--- src/rtl/execute_stage_if.sv ---
// Execute-stage bus: the E pipeline register fields, the M/W status used to
// suppress CC updates, and the execute results handed to the M register.
// The slave side is the execute stage; the master side is whatever drives E.
interface execute_stage_if;
    logic [2:0]  stat_e;
    logic [3:0]  icode_e;
    logic [3:0]  ifun_e;
    logic [3:0]  rA_e;
    logic [3:0]  rB_e;
    logic [63:0] valc_e;
    logic [63:0] valA_e;
    logic [63:0] valB_e;
    logic [2:0]  stat_m;
    logic [2:0]  stat_w;

    logic [2:0]  stat_out;
    logic [63:0] valE;
    logic [63:0] valA_out;
    logic        cnd;
    logic [3:0]  dstE;
    logic [3:0]  dstM;
    logic        zf;
    logic        sf;
    logic        of;

    modport master (
        output stat_e, icode_e, ifun_e, rA_e, rB_e, valc_e, valA_e, valB_e,
               stat_m, stat_w,
        input  stat_out, valE, valA_out, cnd, dstE, dstM, zf, sf, of
    );

    modport slave (
        input  stat_e, icode_e, ifun_e, rA_e, rB_e, valc_e, valA_e, valB_e,
               stat_m, stat_w,
        output stat_out, valE, valA_out, cnd, dstE, dstM, zf, sf, of
    );
endinterface

--- src/rtl/execute_stage.sv ---
// Y86-64 style execute stage: ALU, condition evaluation, destination
// selection and the condition-code register (the only state in the block).
// Optional feature: define EXEC_MULQ_EN to add mulq (OPq ifun 4).
module execute_stage (
    input  logic              clk,
    input  logic              rst_n,
    execute_stage_if.slave    ex
);

    localparam logic [2:0] STAT_AOK = 3'd1;
    localparam logic [2:0] STAT_HLT = 3'd2;
    localparam logic [2:0] STAT_ADR = 3'd3;
    localparam logic [2:0] STAT_INS = 3'd4;

    localparam logic [3:0] I_RRMOVQ = 4'h2;
    localparam logic [3:0] I_IRMOVQ = 4'h3;
    localparam logic [3:0] I_RMMOVQ = 4'h4;
    localparam logic [3:0] I_MRMOVQ = 4'h5;
    localparam logic [3:0] I_OPQ    = 4'h6;
    localparam logic [3:0] I_JXX    = 4'h7;
    localparam logic [3:0] I_CALL   = 4'h8;
    localparam logic [3:0] I_RET    = 4'h9;
    localparam logic [3:0] I_PUSHQ  = 4'hA;
    localparam logic [3:0] I_POPQ   = 4'hB;

    localparam logic [3:0] REG_RSP  = 4'h4;
    localparam logic [3:0] REG_NONE = 4'hF;

    typedef enum logic [3:0] {
        ALU_ADD = 4'h0,
        ALU_SUB = 4'h1,
        ALU_AND = 4'h2,
        ALU_XOR = 4'h3,
        ALU_MUL = 4'h4
    } alu_fn_e;

    logic        zf_q, sf_q, of_q;
    logic        zf_d, sf_d, of_d;

    logic [63:0] val_e;
    logic [63:0] op_result;
    logic        op_of;
    logic        op_supported;
    logic        cond;
    logic [3:0]  dst_e;
    logic [3:0]  dst_m;
    logic [2:0]  stat_res;
    logic        cc_update;
    logic        m_bad;
    logic        w_bad;

`ifdef EXEC_MULQ_EN
    logic [127:0] mul_product;
    assign mul_product = {64'd0, ex.valB_e} * {64'd0, ex.valA_e};
`endif

    // OPq datapath: result and overflow for the selected function code
    always_comb begin
        op_result    = 64'd0;
        op_of        = 1'b0;
        op_supported = 1'b1;
        case (ex.ifun_e)
            ALU_ADD: begin
                op_result = ex.valB_e + ex.valA_e;
                op_of     = (ex.valA_e[63] == ex.valB_e[63]) &&
                            (op_result[63] != ex.valB_e[63]);
            end
            ALU_SUB: begin
                op_result = ex.valB_e - ex.valA_e;
                op_of     = (ex.valA_e[63] != ex.valB_e[63]) &&
                            (op_result[63] != ex.valB_e[63]);
            end
            ALU_AND: op_result = ex.valB_e & ex.valA_e;
            ALU_XOR: op_result = ex.valB_e ^ ex.valA_e;
`ifdef EXEC_MULQ_EN
            ALU_MUL: begin
                op_result = mul_product[63:0];
                op_of     = |mul_product[127:64];
            end
`endif
            default: begin
                op_result    = 64'd0;
                op_supported = 1'b0;
            end
        endcase
    end

    // valE selection by instruction class and the status forwarded to M
    always_comb begin
        val_e    = 64'd0;
        stat_res = ex.stat_e;
        case (ex.icode_e)
            I_RRMOVQ:          val_e = ex.valA_e;
            I_IRMOVQ:          val_e = ex.valc_e;
            I_RMMOVQ, I_MRMOVQ: val_e = ex.valB_e + ex.valc_e;
            I_OPQ: begin
                val_e = op_result;
                if (!op_supported) begin
                    stat_res = STAT_INS;
                end
            end
            I_CALL, I_PUSHQ:   val_e = ex.valB_e - 64'd8;
            I_RET, I_POPQ:     val_e = ex.valB_e + 64'd8;
            default:           val_e = 64'd0;
        endcase
    end

    // Branch / conditional-move condition from the registered flags
    always_comb begin
        cond = 1'b0;
        if (ex.icode_e == I_RRMOVQ || ex.icode_e == I_JXX) begin
            case (ex.ifun_e)
                4'h0:    cond = 1'b1;
                4'h1:    cond = (sf_q ^ of_q) | zf_q;
                4'h2:    cond = sf_q ^ of_q;
                4'h3:    cond = zf_q;
                4'h4:    cond = ~zf_q;
                4'h5:    cond = ~(sf_q ^ of_q);
                4'h6:    cond = ~(sf_q ^ of_q) & ~zf_q;
                default: cond = 1'b0;
            endcase
        end
    end

    // Register-file write destinations for valE and the memory read value
    always_comb begin
        dst_e = REG_NONE;
        dst_m = REG_NONE;
        case (ex.icode_e)
            I_IRMOVQ, I_OPQ:                 dst_e = ex.rB_e;
            I_RRMOVQ:                        dst_e = cond ? ex.rB_e : REG_NONE;
            I_CALL, I_RET, I_PUSHQ, I_POPQ:  dst_e = REG_RSP;
            default:                         dst_e = REG_NONE;
        endcase
        if (ex.icode_e == I_MRMOVQ || ex.icode_e == I_POPQ) begin
            dst_m = ex.rA_e;
        end
    end

    // Next CC value: only a clean OPq with no exception further down the
    // pipe may change the flags, otherwise they hold
    always_comb begin
        m_bad     = (ex.stat_m == STAT_HLT) || (ex.stat_m == STAT_ADR) ||
                    (ex.stat_m == STAT_INS);
        w_bad     = (ex.stat_w == STAT_HLT) || (ex.stat_w == STAT_ADR) ||
                    (ex.stat_w == STAT_INS);
        cc_update = (ex.icode_e == I_OPQ) && (ex.stat_e == STAT_AOK) &&
                    op_supported && !m_bad && !w_bad;
        zf_d = zf_q;
        sf_d = sf_q;
        of_d = of_q;
        if (cc_update) begin
            zf_d = (op_result == 64'd0);
            sf_d = op_result[63];
            of_d = op_of;
        end
    end

    // CC register; reset leaves the flags as after a zero result
    always_ff @(posedge clk or negedge rst_n) begin
        if (!rst_n) begin
            zf_q <= 1'b1;
            sf_q <= 1'b0;
            of_q <= 1'b0;
        end else begin
            zf_q <= zf_d;
            sf_q <= sf_d;
            of_q <= of_d;
        end
    end

    assign ex.stat_out = stat_res;
    assign ex.valE     = val_e;
    assign ex.valA_out = ex.valA_e;
    assign ex.cnd      = cond;
    assign ex.dstE     = dst_e;
    assign ex.dstM     = dst_m;
    assign ex.zf       = zf_q;
    assign ex.sf       = sf_q;
    assign ex.of       = of_q;

endmodule

--- src/flat_wrapper.sv ---
// flat-port wrapper written by rule: the top's interface ports become plain ports
module execute_stage_flat 
  (clk, rst_n, ex_stat_e, ex_icode_e, ex_ifun_e, ex_rA_e, ex_rB_e, ex_valc_e, ex_valA_e, ex_valB_e, ex_stat_m, ex_stat_w, ex_stat_out, ex_valE, ex_valA_out, ex_cnd, ex_dstE, ex_dstM, ex_zf, ex_sf, ex_of);
  execute_stage_if ex_i ();
  input  logic clk;
  input  logic rst_n;
  input wire logic [$bits(ex_i.stat_e)-1:0] ex_stat_e;
  input wire logic [$bits(ex_i.icode_e)-1:0] ex_icode_e;
  input wire logic [$bits(ex_i.ifun_e)-1:0] ex_ifun_e;
  input wire logic [$bits(ex_i.rA_e)-1:0] ex_rA_e;
  input wire logic [$bits(ex_i.rB_e)-1:0] ex_rB_e;
  input wire logic [$bits(ex_i.valc_e)-1:0] ex_valc_e;
  input wire logic [$bits(ex_i.valA_e)-1:0] ex_valA_e;
  input wire logic [$bits(ex_i.valB_e)-1:0] ex_valB_e;
  input wire logic [$bits(ex_i.stat_m)-1:0] ex_stat_m;
  input wire logic [$bits(ex_i.stat_w)-1:0] ex_stat_w;
  output wire logic [$bits(ex_i.stat_out)-1:0] ex_stat_out;
  output wire logic [$bits(ex_i.valE)-1:0] ex_valE;
  output wire logic [$bits(ex_i.valA_out)-1:0] ex_valA_out;
  output wire logic [$bits(ex_i.cnd)-1:0] ex_cnd;
  output wire logic [$bits(ex_i.dstE)-1:0] ex_dstE;
  output wire logic [$bits(ex_i.dstM)-1:0] ex_dstM;
  output wire logic [$bits(ex_i.zf)-1:0] ex_zf;
  output wire logic [$bits(ex_i.sf)-1:0] ex_sf;
  output wire logic [$bits(ex_i.of)-1:0] ex_of;
  assign ex_i.stat_e = ex_stat_e;
  assign ex_i.icode_e = ex_icode_e;
  assign ex_i.ifun_e = ex_ifun_e;
  assign ex_i.rA_e = ex_rA_e;
  assign ex_i.rB_e = ex_rB_e;
  assign ex_i.valc_e = ex_valc_e;
  assign ex_i.valA_e = ex_valA_e;
  assign ex_i.valB_e = ex_valB_e;
  assign ex_i.stat_m = ex_stat_m;
  assign ex_i.stat_w = ex_stat_w;
  assign ex_stat_out = ex_i.stat_out;
  assign ex_valE = ex_i.valE;
  assign ex_valA_out = ex_i.valA_out;
  assign ex_cnd = ex_i.cnd;
  assign ex_dstE = ex_i.dstE;
  assign ex_dstM = ex_i.dstM;
  assign ex_zf = ex_i.zf;
  assign ex_sf = ex_i.sf;
  assign ex_of = ex_i.of;
  execute_stage u_core (.clk(clk), .rst_n(rst_n), .ex(ex_i));
endmodule
--- config.mk ---
export PLATFORM = sky130hd
export DESIGN_NAME = execute_stage_flat
export DESIGN_NICKNAME = d
export VERILOG_FILES = /design/src/rtl/execute_stage_if.sv /design/src/rtl/execute_stage.sv /design/src/flat_wrapper.sv
export SDC_FILE = /design/constraint.sdc
export NUM_CORES = 1
export LEC_CHECK = 0
export CORE_ASPECT_RATIO = 1.5
export CORE_MARGIN = 3
export CORE_UTILIZATION = 40
export CTS_BUF_LIST = sky130_fd_sc_hd__clkbuf_8 sky130_fd_sc_hd__clkbuf_16
export DETAILED_ROUTE_END_ITERATION = 12
export SYNTH_ARGS = -nofsm -noshare
export SYNTH_HDL_FRONTEND = slang
export SYNTH_SLANG_ARGS = --single-unit
--- constraint.sdc ---
create_clock -name clk -period 15.4 [get_ports clk]
set_input_delay 2.31 -clock clk [delete_from_list [all_inputs] [get_ports clk]]
set_output_delay 2.31 -clock clk [all_outputs]
set_load 0.02 [all_outputs]
==> metrics, run 1 <==
clock net sink count=3; status=finished, final reports clean; pin count of the biggest net entering global routing=66; cell taking the most area after synthesis=ha_1; CP dominant cell by count=o21ai_0; Setup Fix Bufs, Post-CTS=0; DRT Wirelength=103700 µm; hold depth=2; sequential share of the synthesized area=0.003822; min cycle time layout=~11000 ps; H-tree Lvls=1; io pins=362; Max Buffers Root-to-Sink=2; Slew @ Worst Pin=1166 ps; DRC=0; # setup viols final=0; first-pass GRT wire length=between 150000 and 200000 µm; Ys Warns=0; layout cell share with drive strength beyond 1=0.03869; Mapped Cells=3042; P per Cell Area=46.82 nW/µm²; Hold Buf Count CTS=0; routed length on met3=slightly above 7000 µm; Crit Path Max Fanout=34; Die Span Y=279.6 µm; Num CTS Buffers=3; number of global-route vias before repair=between 20000 and 30000; Mean Syn Cell Area=6.564 µm²; worst min path class=reg2reg; vias per cell=6.741; Antenna Diode Count=0; met2 WL post-DR=50180 µm; mean routed wirelength per cell=26.86 µm; peak supply drop=27.50 µV; Worst EP required=13090 ps; number of synthesized flops with an enable pin=0; DRT Pass-1 Iters=6; crit-path cells=clkdlybuf4s50_1 -> nor2b_4 -> nand2_2 -> buf_4 -> ha_1 -> a21oi_1 -> o21ai_0 -> a211o_1 -> a21oi_1 -> o21ai_0 -> o211ai_1 -> a211oi_1 -> o31a_1 -> o21ai_0 -> o21a_1 -> o21ai_0 -> xnor2_1 -> o221ai_1 -> clkdlybuf4s50_1; global route overflow=0; met1 WL=38460 µm; clk root buf=clkbuf_16; die area=52690 µm²; power after layout=1.103 mW; post-synth top area share=0.1560; CP arrival=8350 ps; die width=188.4 µm; Startpoint Class=primary input; RSZ-0062 raised after global routing=false; All-Layer GR Usage=0.3687; CTS tree=yes; setup_tns=0 ps; top cells by area, synth=ha_1 (16%), a21oi_1 (8.0%), nand2_1 (5.0%), o21ai_0 (4.7%), nor2_1 (4.3%); leakage power=9.454 nW; Peak Freq=93.77 MHz; fraction of registers with async set/reset=1.000; Starting Density=0.4071; Syn-to-layout area delta=18.01%; Clock Skews=0 ps; top sig layer=met4; Slew HR=0.2216; Synth top cells by count=a21oi_1 (320), nand2_1 (267), ha_1 (249); Critical Path Max Stage Delay=730 ps; cell depth of the worst flop-to-flop path=1; core footprint=49050 µm²; cts repair resizes=0; Unique masters post-synth=around 110; initial drt markers=2472; row count=just under 100; Nets=about 3700; max_cap viols=0; Crit Path Class=in2out; Max Slew Vio Count=0; Netlist Area Pre-Place=19970 µm²; CP max stage cell=clkdlybuf4s50_1; PortBufs=361; dpl hpwl=82130 µm; CP endpoint kind=output port; Post-Syn Nets=3514; vias post-DR=26030; most common cell in the netlist=a21oi_1; DRT antenna net count=0; Skew-Pair Late Insertion Delay=220 ps; Tcrit/Tclk final=0.6925; top_reg_cell synth=dfrtp_1; CTS clk-pin slew, worst paths=30 ps; routability congestion estimate from global placement=between 1 and 1.5; Fin. Hold Viols=0; initial antenna violation count=1; FF+latch count, synth=3
==> sequential cells by signal, summed over array words and instances, names as in the netlist <==
| name | cells |
|---|---|
| u_core.ex.of | 1 |
| u_core.ex.sf | 1 |
| u_core.ex.zf | 1 |
==> layer usage <==
layer / GRT usage / vias up
met5: 0 / -
met4: 0.2314 / 0
met3: 0.03943 / 399
met2: 0.6625 / 1429
met1: 0.4152 / 12370
li1: - / 11830
==> final timing paths <==
kind | startpoint | end | slack, ps
hold reg to reg | u_core.ex.zf$_DFFE_PN1P_ | u_core.ex.zf$_DFFE_PN1P_ | 490
max in group asynchronous | rst_n | u_core.ex.zf$_DFFE_PN1P_ | 12900
hold / removal | u_core.ex.zf$_DFFE_PN1P_ | u_core.ex.zf$_DFFE_PN1P_ | 490
min in group asynchronous | rst_n | u_core.ex.sf$_DFFE_PN0P_ | 2270
setup reg to reg | u_core.ex.sf$_DFFE_PN0P_ | u_core.ex.sf$_DFFE_PN0P_ | 14620
setup / recovery | ex_icode_e[2] | ex_valE[62] | 4740
==> layout make-up <==
class	count	area (µm²)
Tap cell	656	820.8
Clock inverter	1	3.754
Sequential cell	3	76.32
Inverter	178	668.1
Clock buffer	3	75.07
Multi-Input combinational cell	2627	18070
Timing Repair Buffer	393	3849
Fill cell	5172	25490
==> through the flow <==
step | hold WS, ps | setup slack (ps) | instance area (µm²) | util | std cells
floorplan | 499.7 | 5363 | 19970 | - | 3042
global placement | 473.2 | 4900 | 23490 | 0.4788 | 3857
detailed placement | 483.6 | 4789 | 23490 | 0.4788 | 3857
CTS | 489.7 | 4785 | 23570 | 0.4804 | 3861
global route | 513.2 | 4414 | 23570 | 0.4804 | 3861
finish | 487.0 | 4736 | 23570 | 0.4804 | 3861
==> critical path: cells and delay by family <==
family / cells / cell delay, ps
compound gates: 12 / 3450
fa+ha+maj: 1 / 410
xor+xnor: 1 / 140
buf+inv: 3 / 1830
simple gates: 2 / 150
==> where the power goes <==
group	internal [mW]	switching [mW]
registers	0.00798	0.0000311
logic	0.401	0.654
clock network	0.0335	0.00731
total	0.442	0.661
==> cell usage in the layout (no fill, tap or decap), types with 59 or more instances in the layout <==
| master | n |
|---|---|
| o211ai_1 | 59 |
| a21oi_1 | 320 |
| o21ai_0 | 186 |
| nand3_1 | 87 |
| a21o_1 | 113 |
| xnor2_1 | 82 |
| nor2_1 | 226 |
| ha_1 | 249 |
| clkdlybuf4s50_1 | 360 |
| inv_1 | 176 |
| nand4_1 | 62 |
| nor3_1 | 78 |
| nand2_1 | 266 |
==> logic make-up after synthesis <==
group | Yosys count | share of synthesized area
muxes | 39 | 0.02011
AOI/OAI and AO/OA | 1220 | 0.4212
adders and majority gates | 254 | 0.1605
buffers and inverters | 412 | 0.09336
xor gates and xnor gates | 138 | 0.06053
DFF | 3 | 0.003823
and+or+nand+nor | 976 | 0.2404
(Power assumes the default switching activity.)
==> run 2, diff against run 1 <==
clock period = 10.2 ns   (was 15.4 ns; I/O delays follow)
==> run 2 against run 1 <==
Critical path depth is 1 lower. Register-to-register slack got worse by 5200 ps. Wire length increased by 0.72%. Clock power increased by 50%. Via count grew 0.46%. Largest cell class unchanged.
==> metrics, run 2 (same netlist as run 1, synthesis figures left out) <==
status=finished, final reports clean; core footprint=between 40000 and 50000 µm²; global route overflow=0; vias post-DR=26150; Critical R2R Launch=u_core.ex.sf$_DFFE_PN0P_; cell depth of the worst flop-to-flop path=1; Nets=3688; min cycle time layout=9539 ps; Max Buffers Root-to-Sink=2; CTS clk-pin slew, worst paths=~30 ps; io pins=362; leading cell types in the layout, fill and taps excluded=clkdlybuf4s50_1 (360), a21oi_1 (320), nand2_1 (266); # setup viols final=0; RSZ-0062 raised after global routing=false; Peak Freq=104.8 MHz; peak supply drop=33.99 µV; hold depth=2; Clock Skews=0 ps; layout cell share with drive strength beyond 1=0.04168; DRC=0; DRT Wirelength=104500 µm; clock net sink count=3; Fin. Hold Viols=0; Syn-to-layout area delta=18.39%; Critical Path Max Stage Delay=800 ps; leading cell type in the layout, fill and taps excluded=clkdlybuf4s50_1; HP Start=u_core.ex.zf$_DFFE_PN1P_; Crit Path Class=in2out; Critical path origin=ex_icode_e[0]; Filler cells=roughly 5200; Post-Route Utilization=0.4819; Startpoint Class=primary input; CP max stage cell=clkdlybuf4s50_1; Starting Density=0.4071; Placed Cells=3867; dpl hpwl=83240 µm; Skew-Pair Late Insertion Delay=approximately 220 ps; Hold Buf Count CTS=0; non-filler cells, final=between 3000 and 4000; die width=188.4 µm; max_cap viols=0; stages on the worst setup path=18; H-tree Lvls=1; Slew HR=0.1628; Post-Place Setup Slack=789.1 ps; DRT antenna net count=0; initial antenna violation count=1; Setup Fix Bufs, Post-CTS=0; CP delay by family, top=compound AO/OA/AOI/OAI gates; Min Hold Slack=477.4 ps; CP Buf/Inv Count=3; Crit Path Max Fanout=27; number of global-route vias before repair=25690; mean routed wirelength per cell=~27 µm; CTS tree=yes; All-Layer GR Usage=0.3724; pin count of the biggest net entering global routing=53; vias per cell=6.754; setup_tns=0 ps; CP endpoint kind=output port; DRT Pass-1 Iters=10; Worst EP required=8670 ps; clk root buf=clkbuf_16; Max Slew Vio Count=0; routability congestion estimate from global placement=around 1.0; P per Cell Area=70.75 nW/µm²; initial drt markers=2765; cts repair resizes=0; leakage power=between 9 and 10 nW; crit-path cells=clkdlybuf4s50_1 -> nand2_2 -> buf_4 -> fa_1 -> a21oi_1 -> nand4b_1 -> nand4_1 -> a221o_1 -> a31oi_2 -> o31a_2 -> o21ai_1 -> a311o_1 -> a221oi_4 -> o21ai_1 -> a31oi_1 -> mux2i_1 -> nand4_1 -> clkdlybuf4s50_1; row count=99; PortBufs=about 360; fin worst setup slack=approximately 660 ps; worst min path class=reg2reg; Antenna Diode Count=0; first-pass GRT wire length=155400 µm; Slew @ Worst Pin=1254 ps; Num CTS Buffers=3; CP arrival=8010 ps; Tcrit/Tclk final=0.9352; die area=52690 µm²; Die Span Y=279.6 µm
-- run 2: tightest hold or removal path: cells and delay by family, from the launching register on --
family,cells,cell delay [ps]
flops,1,380
simple gates,2,90
-- run 2: worst paths after layout --
check | endpoint | slack [ps]
setup / recovery | ex_valE[61] | 660
hold / removal | u_core.ex.zf$_DFFE_PN1P_ | 480
setup reg to reg | u_core.ex.sf$_DFFE_PN0P_ | 9410
hold reg to reg | u_core.ex.zf$_DFFE_PN1P_ | 480
max in group asynchronous | u_core.ex.zf$_DFFE_PN1P_ | 8490
min in group asynchronous | u_core.ex.sf$_DFFE_PN0P_ | 1490
-- run 2: routing by layer --
metal  vias up  track usage  wire length [µm]
li1      11860            -                 -
met2      1476       0.6778             50970
met4         0       0.1963              6905
met3       382      0.03580              7425
met5         -            0                 0
met1     12430       0.4297             39170
-- run 2: through the flow --
step,instance area [µm²],power [mW]
after floorplan,19970,1.013
after global placement,23560,1.554
after detailed placement,23560,1.565
after CTS,23640,1.635
after global routing,23640,1.780
final,23640,1.673
-- run 2: final cells by class --
| class | instances | area (µm²) | area share |
|---|---|---|---|
| clock buffers | 3 | 75.07 | 0.003176 |
| clock inverters | 1 | 3.754 | 0.0001588 |
| inverters | 178 | 668.1 | 0.02826 |
| multi-input cells | 2627 | 18070 | 0.7645 |
| flip-flops and latches | 3 | 76.32 | 0.003229 |
| well taps | 656 | 820.8 | 0.03472 |
| repair buffers | 403 | 3924 | 0.1660 |
-- run 2: power by group --
part	total [mW]	leakage, nW	internal [mW]	switching, mW
sequential	0.0121	0.0382	0.0120	0.0000442
clock	0.0610	0.0423	0.0505	0.0105
combinational	1.60	9.42	0.607	0.992
